`src/rtl/core_dispatcher.sv`:
```
// ============================================================================
// Module   : core_dispatcher
// Brief    : Run-control sequencer for one matrix-multiplication job across a
//            set of compute cores: memory wait, release, completion collection,
//            watchdog. Optional macro CORE_DISPATCHER_PERF_EN exposes run_cycles
//            and adds the first_done_cycles port.
// Revision : 1.0 - initial release
// ============================================================================
`default_nettype none

module core_dispatcher #(
    parameter int N_CORES    = 4,
    parameter int WDOG_W     = 16,
    parameter int WDOG_LIMIT = 16'hFFFF
) (
    input  logic                    clock,
    input  logic                    reset,
    input  logic                    start,
    input  logic [N_CORES-1:0]      core_mask,
    input  logic                    mem_ready,
    input  logic                    ack,
    input  logic [N_CORES-1:0]      end_process,
    output logic [2*N_CORES-1:0]    status,
    output logic                    busy,
    output logic                    done,
    output logic                    timeout,
    output logic [N_CORES-1:0]      done_vec,
    output logic [WDOG_W-1:0]       run_cycles
`ifdef CORE_DISPATCHER_PERF_EN
    ,
    output logic [WDOG_W-1:0]       first_done_cycles
`endif
);

    typedef enum logic [2:0] {
        S_IDLE     = 3'd0,
        S_WAIT_MEM = 3'd1,
        S_RUN      = 3'd2,
        S_DONE     = 3'd3,
        S_TIMEOUT  = 3'd4
    } state_t;

    localparam logic [1:0]        C_HOLD      = 2'b00;
    localparam logic [1:0]        C_RUN       = 2'b01;
    localparam logic [1:0]        C_FACK      = 2'b10;
    localparam logic [WDOG_W-1:0] C_WDOG_LAST = WDOG_W'(WDOG_LIMIT - 1);
    localparam logic [WDOG_W-1:0] C_WDOG_MAX  = '1;

    state_t                 state_q, state_d;
    logic [N_CORES-1:0]     mask_q, mask_d;
    logic [N_CORES-1:0]     done_vec_q, done_vec_d;
    logic [WDOG_W-1:0]      wdog_q, wdog_d;
    logic [2*N_CORES-1:0]   status_q, status_d;
    logic                   busy_q, done_q, timeout_q;
    logic [WDOG_W-1:0]      first_q, first_d;

    logic [N_CORES-1:0]     w_ep_hits;
    logic                   w_done_all;

    // Completion in the current cycle counts, so end_process is OR-ed in directly.
    assign w_ep_hits  = end_process & mask_q;
    assign w_done_all = &(done_vec_q | end_process | ~mask_q);

    always_comb begin
        state_d    = state_q;
        mask_d     = mask_q;
        done_vec_d = done_vec_q;
        wdog_d     = wdog_q;
        first_d    = first_q;
        status_d   = '0;

        case (state_q)
            S_IDLE: begin
                if (start) begin
                    mask_d     = core_mask;
                    done_vec_d = '0;
                    wdog_d     = '0;
                    first_d    = '0;
                    state_d    = S_WAIT_MEM;
                end
            end
            S_WAIT_MEM: begin
                if (mask_q == '0) begin
                    state_d = S_DONE;
                end else if (mem_ready) begin
                    state_d = S_RUN;
                end
            end
            S_RUN: begin
                done_vec_d = done_vec_q | w_ep_hits;
                if (wdog_q != C_WDOG_MAX) begin
                    wdog_d = wdog_q + 1'b1;
                end
                if ((done_vec_q == '0) && (w_ep_hits != '0)) begin
                    first_d = wdog_q;
                end
                // Completion takes priority over an expiring watchdog.
                if (w_done_all) begin
                    state_d = S_DONE;
                end else if (wdog_q == C_WDOG_LAST) begin
                    state_d = S_TIMEOUT;
                end
            end
            S_DONE, S_TIMEOUT: begin
                if (ack) begin
                    state_d = S_IDLE;
                end
            end
            default: begin
                state_d = S_IDLE;
            end
        endcase

        // Status lags the state/done_vec that selects it by one cycle.
        for (int i = 0; i < N_CORES; i++) begin
            status_d[2*i +: 2] = C_HOLD;
            if (mask_q[i]) begin
                if (state_q == S_RUN) begin
                    status_d[2*i +: 2] = done_vec_q[i] ? C_FACK : C_RUN;
                end else if (state_q == S_DONE) begin
                    status_d[2*i +: 2] = C_FACK;
                end
            end
        end
    end

    always_ff @(posedge clock or posedge reset) begin
        if (reset) begin
            state_q    <= S_IDLE;
            mask_q     <= '0;
            done_vec_q <= '0;
            wdog_q     <= '0;
            first_q    <= '0;
            status_q   <= '0;
            busy_q     <= 1'b0;
            done_q     <= 1'b0;
            timeout_q  <= 1'b0;
        end else begin
            state_q    <= state_d;
            mask_q     <= mask_d;
            done_vec_q <= done_vec_d;
            wdog_q     <= wdog_d;
            first_q    <= first_d;
            status_q   <= status_d;
            busy_q     <= (state_d == S_WAIT_MEM) || (state_d == S_RUN);
            done_q     <= (state_d == S_DONE);
            timeout_q  <= (state_d == S_TIMEOUT);
        end
    end

    assign status   = status_q;
    assign busy     = busy_q;
    assign done     = done_q;
    assign timeout  = timeout_q;
    assign done_vec = done_vec_q;

`ifdef CORE_DISPATCHER_PERF_EN
    assign run_cycles        = wdog_q;
    assign first_done_cycles = first_q;
`else
    // The watchdog counter keeps running internally; only its export is gated.
    assign run_cycles = '0;
    logic w_unused_first;
    assign w_unused_first = ^first_q;
`endif

endmodule

`default_nettype wire

```
`config.mk`:
```
export PLATFORM = sky130hd
export DESIGN_NAME = core_dispatcher
export DESIGN_NICKNAME = d
export VERILOG_FILES = /design/src/rtl/core_dispatcher.sv
export SDC_FILE = /design/constraint.sdc
export NUM_CORES = 1
export LEC_CHECK = 0
export BUFFER_PORTS_ARGS = -buffer_cell sky130_fd_sc_hd__buf_2
export CORE_MARGIN = 3
export CORE_UTILIZATION = 45
export DETAILED_ROUTE_END_ITERATION = 8
export HOLD_SLACK_MARGIN = 0.03
export PLACE_DENSITY = 0.76
export SYNTH_ARGS = -nofsm -noshare
export SYNTH_HDL_FRONTEND = slang
export SYNTH_SLANG_ARGS = --single-unit
export TNS_END_PERCENT = 20
```
`constraint.sdc`:
```
create_clock -name clock -period 2.69 [get_ports clock]
set_clock_uncertainty 0.1 [all_clocks]
set_input_delay 0.1345 -clock clock [delete_from_list [all_inputs] [get_ports clock]]
set_output_delay 0.1345 -clock clock [all_outputs]
set_load 0.02 [all_outputs]
```
* Word level (Yosys, flattened, before mapping) *
Cells that the tools add are included.

word-level totals
  flip-flop bits (word level) = 38
  input bits = 13
  output and inout port bits = 31
  logic and storage cells = 60

operators by class
  add/subtract/negate cells = 1
  equal/unequal tests = 12
  mux-type cells = 25
  bitwise gates (word level) = 5
  reductions and logical operators = 9

operators with widths
  cell                                            number
  two-way mux 16 bit                              2
  one-hot mux 16 bit (2 select lines)             1
  two-way mux 2 bit                               13
  two-way mux 3 bit                               6
  adder 16 x 1 -> 16 bit (second input constant)  1
  == test 16 bit (second input constant)          1
  != test 16 bit (second input constant)          1
  == test 3 x 2 -> 1 bit (second input constant)  4
  bitwise OR 4 bit                                3
  one-hot mux 3 bit (4 select lines)              1
  one-hot mux 4 bit (2 select lines)              1
  == test 3 x 1 -> 1 bit (second input constant)  2
  == test 3 bit (second input constant)           2
  AND 4 bit                                       1
  zero test 4 bit                                 1
  two-way mux 4 bit                               1
  != test 2 bit (second input constant)           2
  NOT 4 bit                                       1
  AND reduction 2 bit                             2
  AND reduction 4 bit                             1
  zero test 3 bit                                 1
  AND reduction 3 bit                             1
  nonzero test 2 bit                              1
  OR reduction 2 bit                              1
  logical OR 1 bit                                1

* Depth between registers and ports, before layout *
Gate-level depths: netlist of the first run.

  word-level depth = 7
  mapped depth = 6
  gate-level depth less buffers = 5

* Worst setup path before layout of the first run *
No wires, ideal clock.

  path type = reg-to-reg
  from = register state_q[2]
  to = register wdog_q[11]
  library setup time = 79 ps
  arrival time = 1,823 ps
  data required time = 2,511 ps
  path slack = 688 ps
  cell stages (with the launch flop) = 7
  buffers on the path = 2
  period minus slack after synthesis = 2,002 ps
  cells stage by stage = dfrtp_1 -> buf_6 -> or4b_4 -> and3_4 -> buf_6 -> a2111oi_4 -> mux2i_1

on the way
  word-level cells in the longest chain between the ends = 3
  elaborated cells on any way between the ends = 7
  those cells by class = eq/ne: 3; mux: 1; reduce/logical: 3

ends and longest elaborated chain
  what                                                           RTL line  text
  from (decl)                                                    49        state_t state_q, state_d;
  from (signal assigned)                                         139       state_q <= state_d;
  == test 3 x 2 -> 1 bit or zero test 3 bit (tied branches)      72        case (state_q)
  != test 2 bit (no line) or nonzero test 2 bit (tied branches)  n/a
  AND reduction 3 bit (no line)                                  n/a
  to (signal assigned)                                           142       wdog_q <= wdog_d;
  to (decl)                                                      52        logic [WDOG_W-1:0] wdog_q, wdog_d;

Parallel ways exist; a longest one is shown, timed or not.
A chain may end at the register's enable or synchronous reset.

* Final worst setup path of the first run *
  from = register state_q[1]
  to = register wdog_q[13]

The elaborated chain is that of the path after synthesis.

==> results of run 1 <==
[power groups by stage]
stage                     clock network (mW)  registers [mW]  logic, mW
after floorplan                            0           0.938      0.474
after global placement                     0           0.871      0.746
after detailed placement                   0           0.876      0.758
after CTS                              0.425           0.864      0.769
after global routing                   0.450           0.898      0.860
final                                  0.412           0.868      0.770
[worst register-to-register path, cell delays in order, from the launching register on]
cell	delay, ns
dfrtp_1	0.49
or4b_4	0.70
and3_4	0.31
a2111oi_4	0.37
mux2i_1	0.21
[logic make-up (layout without fill, tap and decap cells)]
kind of cell	count (synthesis)	in the layout	share of synthesized area (%)
and+or+nand+nor	92	92	22.6
AOI/OAI and AO/OA	48	48	18.0
DFF	38	38	45.3
buffers and inverters	31	55	9.42
muxes	7	7	3.34
adders and majority gates	2	2	1.19
other	1	16	0.179
[state kept, by name (all words and copies together), names as in the netlist]
signal	count
busy	1
done	1
timeout	1
state_q	3
status	8
wdog_q	16
mask_q	4
done_vec	4
[repair_timing]
item,in CTS,in global routing
buffers inserted,0,0
hold buffers,8,0
hold endpoints to repair,24,0
[metal layers]
metal  part of all wire, %  vias up
met5                     0        -
met4                  0.75        0
met3                   5.5        2
met2                    48       47
met1                    46      784
li1                      -      819
[placed cells by master, fill, tap and decap left out, types with 3 or more instances in the layout]
master | synthesis | layout
dfrtp_1 | 38 | 38
nand2_1 | 33 | 33
buf_2 | 2 | 27
nor2_1 | 18 | 18
conb_1 | 1 | 16
a21oi_1 | 12 | 12
o21ai_0 | 9 | 9
nand2b_1 | 9 | 9
dlygate4sd3_1 | 0 | 8
mux2i_1 | 7 | 7
buf_4 | 17 | 7
nand3_1 | 6 | 6
or4_1 | 6 | 6
clkbuf_8 | 0 | 6
inv_1 | 5 | 5
o31ai_1 | 4 | 4
nor3b_1 | 3 | 3
nor3_1 | 3 | 3
and2_1 | 3 | 3
a2111oi_4 | 3 | 3
a31oi_1 | 3 | 3
a211oi_1 | 3 | 3
[area by class of cell]
class	instances	area share, %
flip-flops and latches	38	39.3
inverters	5	0.776
well taps	52	2.69
clock inverters	2	0.517
clock buffers	6	3.41
multi-input cells	165	42.2
repair buffers	42	11.1
[worst min path at each step]
stage / from / to / slack (ns) / cells after the start
3_3_place_gp: reset / wdog_q[12] / 0.17 / 2
2_1_floorplan: core_mask[0] / mask_q[0] / 0.14 / 2
4_1_cts: mem_ready / state_q[1] / 0.04 / 3
3_5_place_dp: reset / wdog_q[12] / 0.17 / 2
5_1_grt: mem_ready / state_q[1] / 0.04 / 3
6_report: mem_ready / state_q[1] / 0.04 / 3
[stage by stage]
stage | cell area [um2] | hold slack, ns
floorplan | 2160 | 0.140
global placement | 2240 | 0.166
detailed placement | 2240 | 0.172
CTS | 2420 | 0.0362
global route | 2420 | 0.0358
finish | 2420 | 0.0374
==> impl_metrics.json, run 1 <==
{
  "status": "finished clean",
  "clock-sinks": 38,
  "dpl.hpwl_um": 2940,
  "synth_area_leaders": "dfrtp_1 45%, buf_4 6.1%, nand2_1 5.9%",
  "seq_area_um2": 951,
  "vias_per_cell": 5.33,
  "clock-root-buffer": "clkbuf_8",
  "synth_top_area_share_pct": 45.3,
  "tightest_slew_ns": 1.06,
  "pre_cts_ws_ns": 0.470,
  "synth_top_cell_by_area": "dfrtp_1",
  "wire_per_inst_um": 13.8,
  "gp_congestion": 0.798,
  "p_total_mw": 2.05,
  "wl_um": 4290,
  "drt-initial-drc-count": 159,
  "p_clk_share_pct": 20.1,
  "final_util_pct": 54.4,
  "finalHoldViolCount": 0,
  "crit_family": "simple AND/OR/NAND/NOR gates",
  "maxClockFrequency_ghz": 0.446,
  "htreeDepth": 2,
  "drcViolationCount": 0,
  "ys.flop_type": "dfrtp_1",
  "syn_area_per_cell_um2": 9.59,
  "rsz0062_at_grt": "no",
  "dpl.cell_count": 294,
  "hp-class": "input pin to register",
  "power_density_nw_per_um2": 847,
  "cp_cell_sequence": "or4b_4, and3_4, a2111oi_4, mux2i_1",
  "dieWidth_um": 74.3,
  "path_clk_slew_ns": 0.07,
  "cp_slowest_stage_delay_ns": 0.70,
  "layout.cells.non_filler": 310,
  "synth.top_cells.by_count": "38 x dfrtp_1, 33 x nand2_1, 18 x nor2_1",
  "antenna_found_initial": 0,
  "reg2reg_from": "state_q[1]",
  "nets": 272,
  "layout-drive-gt1-share_pct": 19.0,
  "multi_input_area_um2": 1020,
  "grt_use_met1_pct": 24.9,
  "cts_tree": "yes",
  "n_antenna_cell": 0,
  "grt_first_pass_wirelength_um": 7630,
  "die_y_um": 74.3,
  "switching_share_pct": 40.7,
  "met2_usage_pct": 28.5,
  "fin_crit_sh_pct": 83.3,
  "yosysSeqAreaShare_pct": 45.3,
  "maxSlewViolCount": 0,
  "setup.worst_path.start": "state_q[1]",
  "vias": 1652,
  "cts_buffer_depth": 2,
  "setup_viol": 0,
  "clkLatencyLatePin_ns": 0.29,
  "power.internal_mw": 1.22,
  "async_flop_share_pct": 100,
  "crit_cells": 4,
  "slew_headroom_pct": 28.8,
  "yosysWarningCount": 0,
  "syn2layout_area_growth_pct": 15.3,
  "numCtsBuffers": 5,
  "tns_ns": 0,
  "grt_overflow": 0,
  "rrSetupSlack_ns": 0.45,
  "grt_usage_pct": 18.0,
  "r2r-end": "wdog_q[13]",
  "yosysMostFrequentCell": "dfrtp_1",
  "power.switching_uw": 835,
  "r2r.worst_path.cells": 4,
  "postCtsResizedCells": 0,
  "grt_max_degree": 22,
  "path_buf_inv": 0,
  "crit_path_start_kind": "register",
  "numPortBuffers": 27,
  "grt-busiest-layer": "met2",
  "arrival_ns": 2.36,
  "cp.required_ns": 2.81,
  "drv_cap": 0,
  "first_pass_iters": 4,
  "rows": 24,
  "p_seq_share_pct": 42.3,
  "synth_cells": 219,
  "crit_type": "register to register",
  "nFillCells": 401,
  "vdd_drop_max_mv": 0.468,
  "ioPinCount": 44,
  "synth_edf_count": 0,
  "core_area_um2": 4440,
  "start_util_pct": 47.2,
  "ant_nets": 0,
  "p_comb_share_pct": 37.5,
  "cpMaxStageDelayCell": "or4b_4",
  "critPathMaxFanout": 21,
  "finalCriticalPeriod_ns": 2.24,
  "fin_ws_ns": 0.448,
  "grtUsageMet3_pct": 4.19,
  "dieArea_um2": 5520,
  "ys_types": 42,
  "crit_end": "wdog_q[13]",
  "grt_pass1_vias": 1560,
  "synth_seq_cells": 38,
  "syn-cell-area_um2": 2100,
  "end_kind": "register",
  "power_leakage_nw": 1.12
}
No activity file was read; power rests on OpenSTA's default activity.
==> run 2, diff against run 1 <==
--- a/config.mk
+++ b/config.mk
@@ -10,7 +10,7 @@
 export CORE_UTILIZATION = 45
 export DETAILED_ROUTE_END_ITERATION = 8
 export HOLD_SLACK_MARGIN = 0.03
-export PLACE_DENSITY = 0.76
+export PLACE_DENSITY = 0.78
 export SYNTH_ARGS = -nofsm -noshare
 export SYNTH_HDL_FRONTEND = slang
 export SYNTH_SLANG_ARGS = --single-unit
==> constraint.sdc (replaced) <==
create_clock -name clock -period 1.87 [get_ports clock]
set_clock_uncertainty 0.1 [all_clocks]
set_input_delay 0.0935 -clock clock [delete_from_list [all_inputs] [get_ports clock]]
set_output_delay 0.0935 -clock clock [all_outputs]
set_load 0.02 [all_outputs]
==> impl_metrics.json, run 2 (synthesis results as in run 1) <==
{
  "arrival_ns": 2.00,
  "drt-initial-drc-count": 200,
  "final_common_cell": "dfrtp_1",
  "fin_crit_sh_pct": 100,
  "postPlaceCellArea_um2": 2310,
  "dieArea_um2": 5520,
  "crit_type": "register to register",
  "path_buf_inv": 0,
  "cp_slowest_stage_delay_ns": 0.55,
  "setup_viol": 1,
  "cts_tree": "yes",
  "status": "complete, but fails checks",
  "whs_ns": 0.114,
  "die_y_um": 74.3,
  "clock-root-buffer": "clkbuf_8",
  "crit_family": "simple AND/OR/NAND/NOR gates",
  "post_cts_buffers": 0,
  "ioPinCount": 44,
  "clkLatencyLatePin_ns": 0.29,
  "grt_max_degree": 39,
  "fin_ws_ns": -0.00391,
  "gp_congestion": 0.839,
  "dpl.cell_count": 301,
  "crit_cells": 4,
  "vias_per_cell": 5.54,
  "finalHoldViolCount": 0,
  "min_delay_path_depth": 3,
  "crit_path_start_kind": "register",
  "drcViolationCount": 0,
  "power_leakage_nw": 1.19,
  "ant_nets": 0,
  "vias": 1773,
  "end_kind": "register",
  "antenna_found_initial": 0,
  "critPathMaxFanout": 5,
  "power_density_nw_per_um2": 1230,
  "pre_cts_ws_ns": -0.0165,
  "path_clk_slew_ns": 0.08,
  "nets": 282,
  "rows": 24,
  "finalCriticalPeriod_ns": 1.87,
  "clock-sinks": 38,
  "grt_pass1_vias": 1544,
  "grt_usage_pct": 17.5,
  "hp-class": "input pin to register",
  "grt_overflow": 0,
  "maxSlewViolCount": 0,
  "rsz0062_at_grt": "yes",
  "maxClockFrequency_ghz": 0.534,
  "layout-drive-gt1-share_pct": 22.8,
  "wire_per_inst_um": 14.5,
  "n_antenna_cell": 0,
  "cp_cell_sequence": "or4b_4, and3_4, a2111oi_4, mux2i_1",
  "violations": "setup timing",
  "cpMaxStageDelayCell": "or4b_4",
  "vdd_drop_max_mv": 0.499,
  "start_util_pct": 47.2,
  "final_util_pct": 57.5,
  "largest_register_ffs": 16,
  "htreeDepth": 2,
  "cp.required_ns": 1.99,
  "r2r.worst_path.cells": 4,
  "top_register": "wdog_q",
  "final_area_um2": 2560,
  "cts_buffer_depth": 2,
  "dieWidth_um": 74.3,
  "layout_common_cells": "38 x dfrtp_1, 33 x nand2_1, 27 x buf_2",
  "numPortBuffers": 27,
  "numCtsBuffers": 5,
  "drv_cap": 0,
  "syn2layout_area_growth_pct": 21.8,
  "grt_first_pass_wirelength_um": 7500,
  "first_pass_iters": 5,
  "layout.cells.non_filler": 320,
  "core_area_um2": 4440,
  "wl_um": 4630,
  "dpl.hpwl_um": 3020
}
run 2: final timing paths:
| check | from | to | slack (ns) |
|---|---|---|---|
| max | state_q[0] | wdog_q[13] | -0.004 |
| min | end_process[2] | done_vec[2] | 0.11 |
| max reg2reg | state_q[0] | wdog_q[13] | -0.004 |
| min reg2reg | done_vec[1] | status[2] | 0.39 |
| max in group asynchronous | reset | done_vec[1] | 0.97 |
| min in group asynchronous | reset | wdog_q[4] | 0.35 |
run 2: worst reg2reg max path, delay by kind of cell, from the launching register on:
kind | cells | cell delay (ns)
compound gates | 1 | 0.32
flops | 1 | 0.38
mux | 1 | 0.21
simple gates | 2 | 0.79
run 2: per-stage QoR:
stage / total power [mW] / setup TNS [ns]
floorplan: 2.03 / -0.302
global placement: 2.38 / 0
detailed placement: 2.42 / -0.0254
CTS: 3.13 / -0.0144
global route: 3.37 / -0.371
finish: 3.15 / -0.00391
run 2: area by class of cell:
type / instances / area, um2
inverter: 5 / 18.8
timing repair buffer: 51 / 360
clock buffer: 5 / 68.8
sequential: 38 / 951
tap: 52 / 65.1
multi-input combinational: 166 / 1050
fill: 384 / 1890
clock inverter: 3 / 40.0
run 2: power breakdown:
group	total [mW]	internal [mW]	switching, mW	leakage (nW)
clock network	0.692	0.393	0.300	0.0579
logic	1.22	0.478	0.747	0.623
registers	1.23	1.04	0.193	0.506
run 2: per-layer routing:
layer  up-vias  share of wire [%]  global-route usage, %
met4         0                1.3                   4.94
met3         7                6.2                   3.65
li1        844                  -                      -
met1       859                 45                   25.5
met5         -                  0                      0
met2        63                 47                   26.7
run 2: timing repair:
item                                    CTS  global route
gates resized for setup                   2             6
hold buffers                             10             0
endpoints found under the hold margin    49             0
endpoints found under the setup margin    5            17
cloned                                    0             1
pin swaps                                 0             1
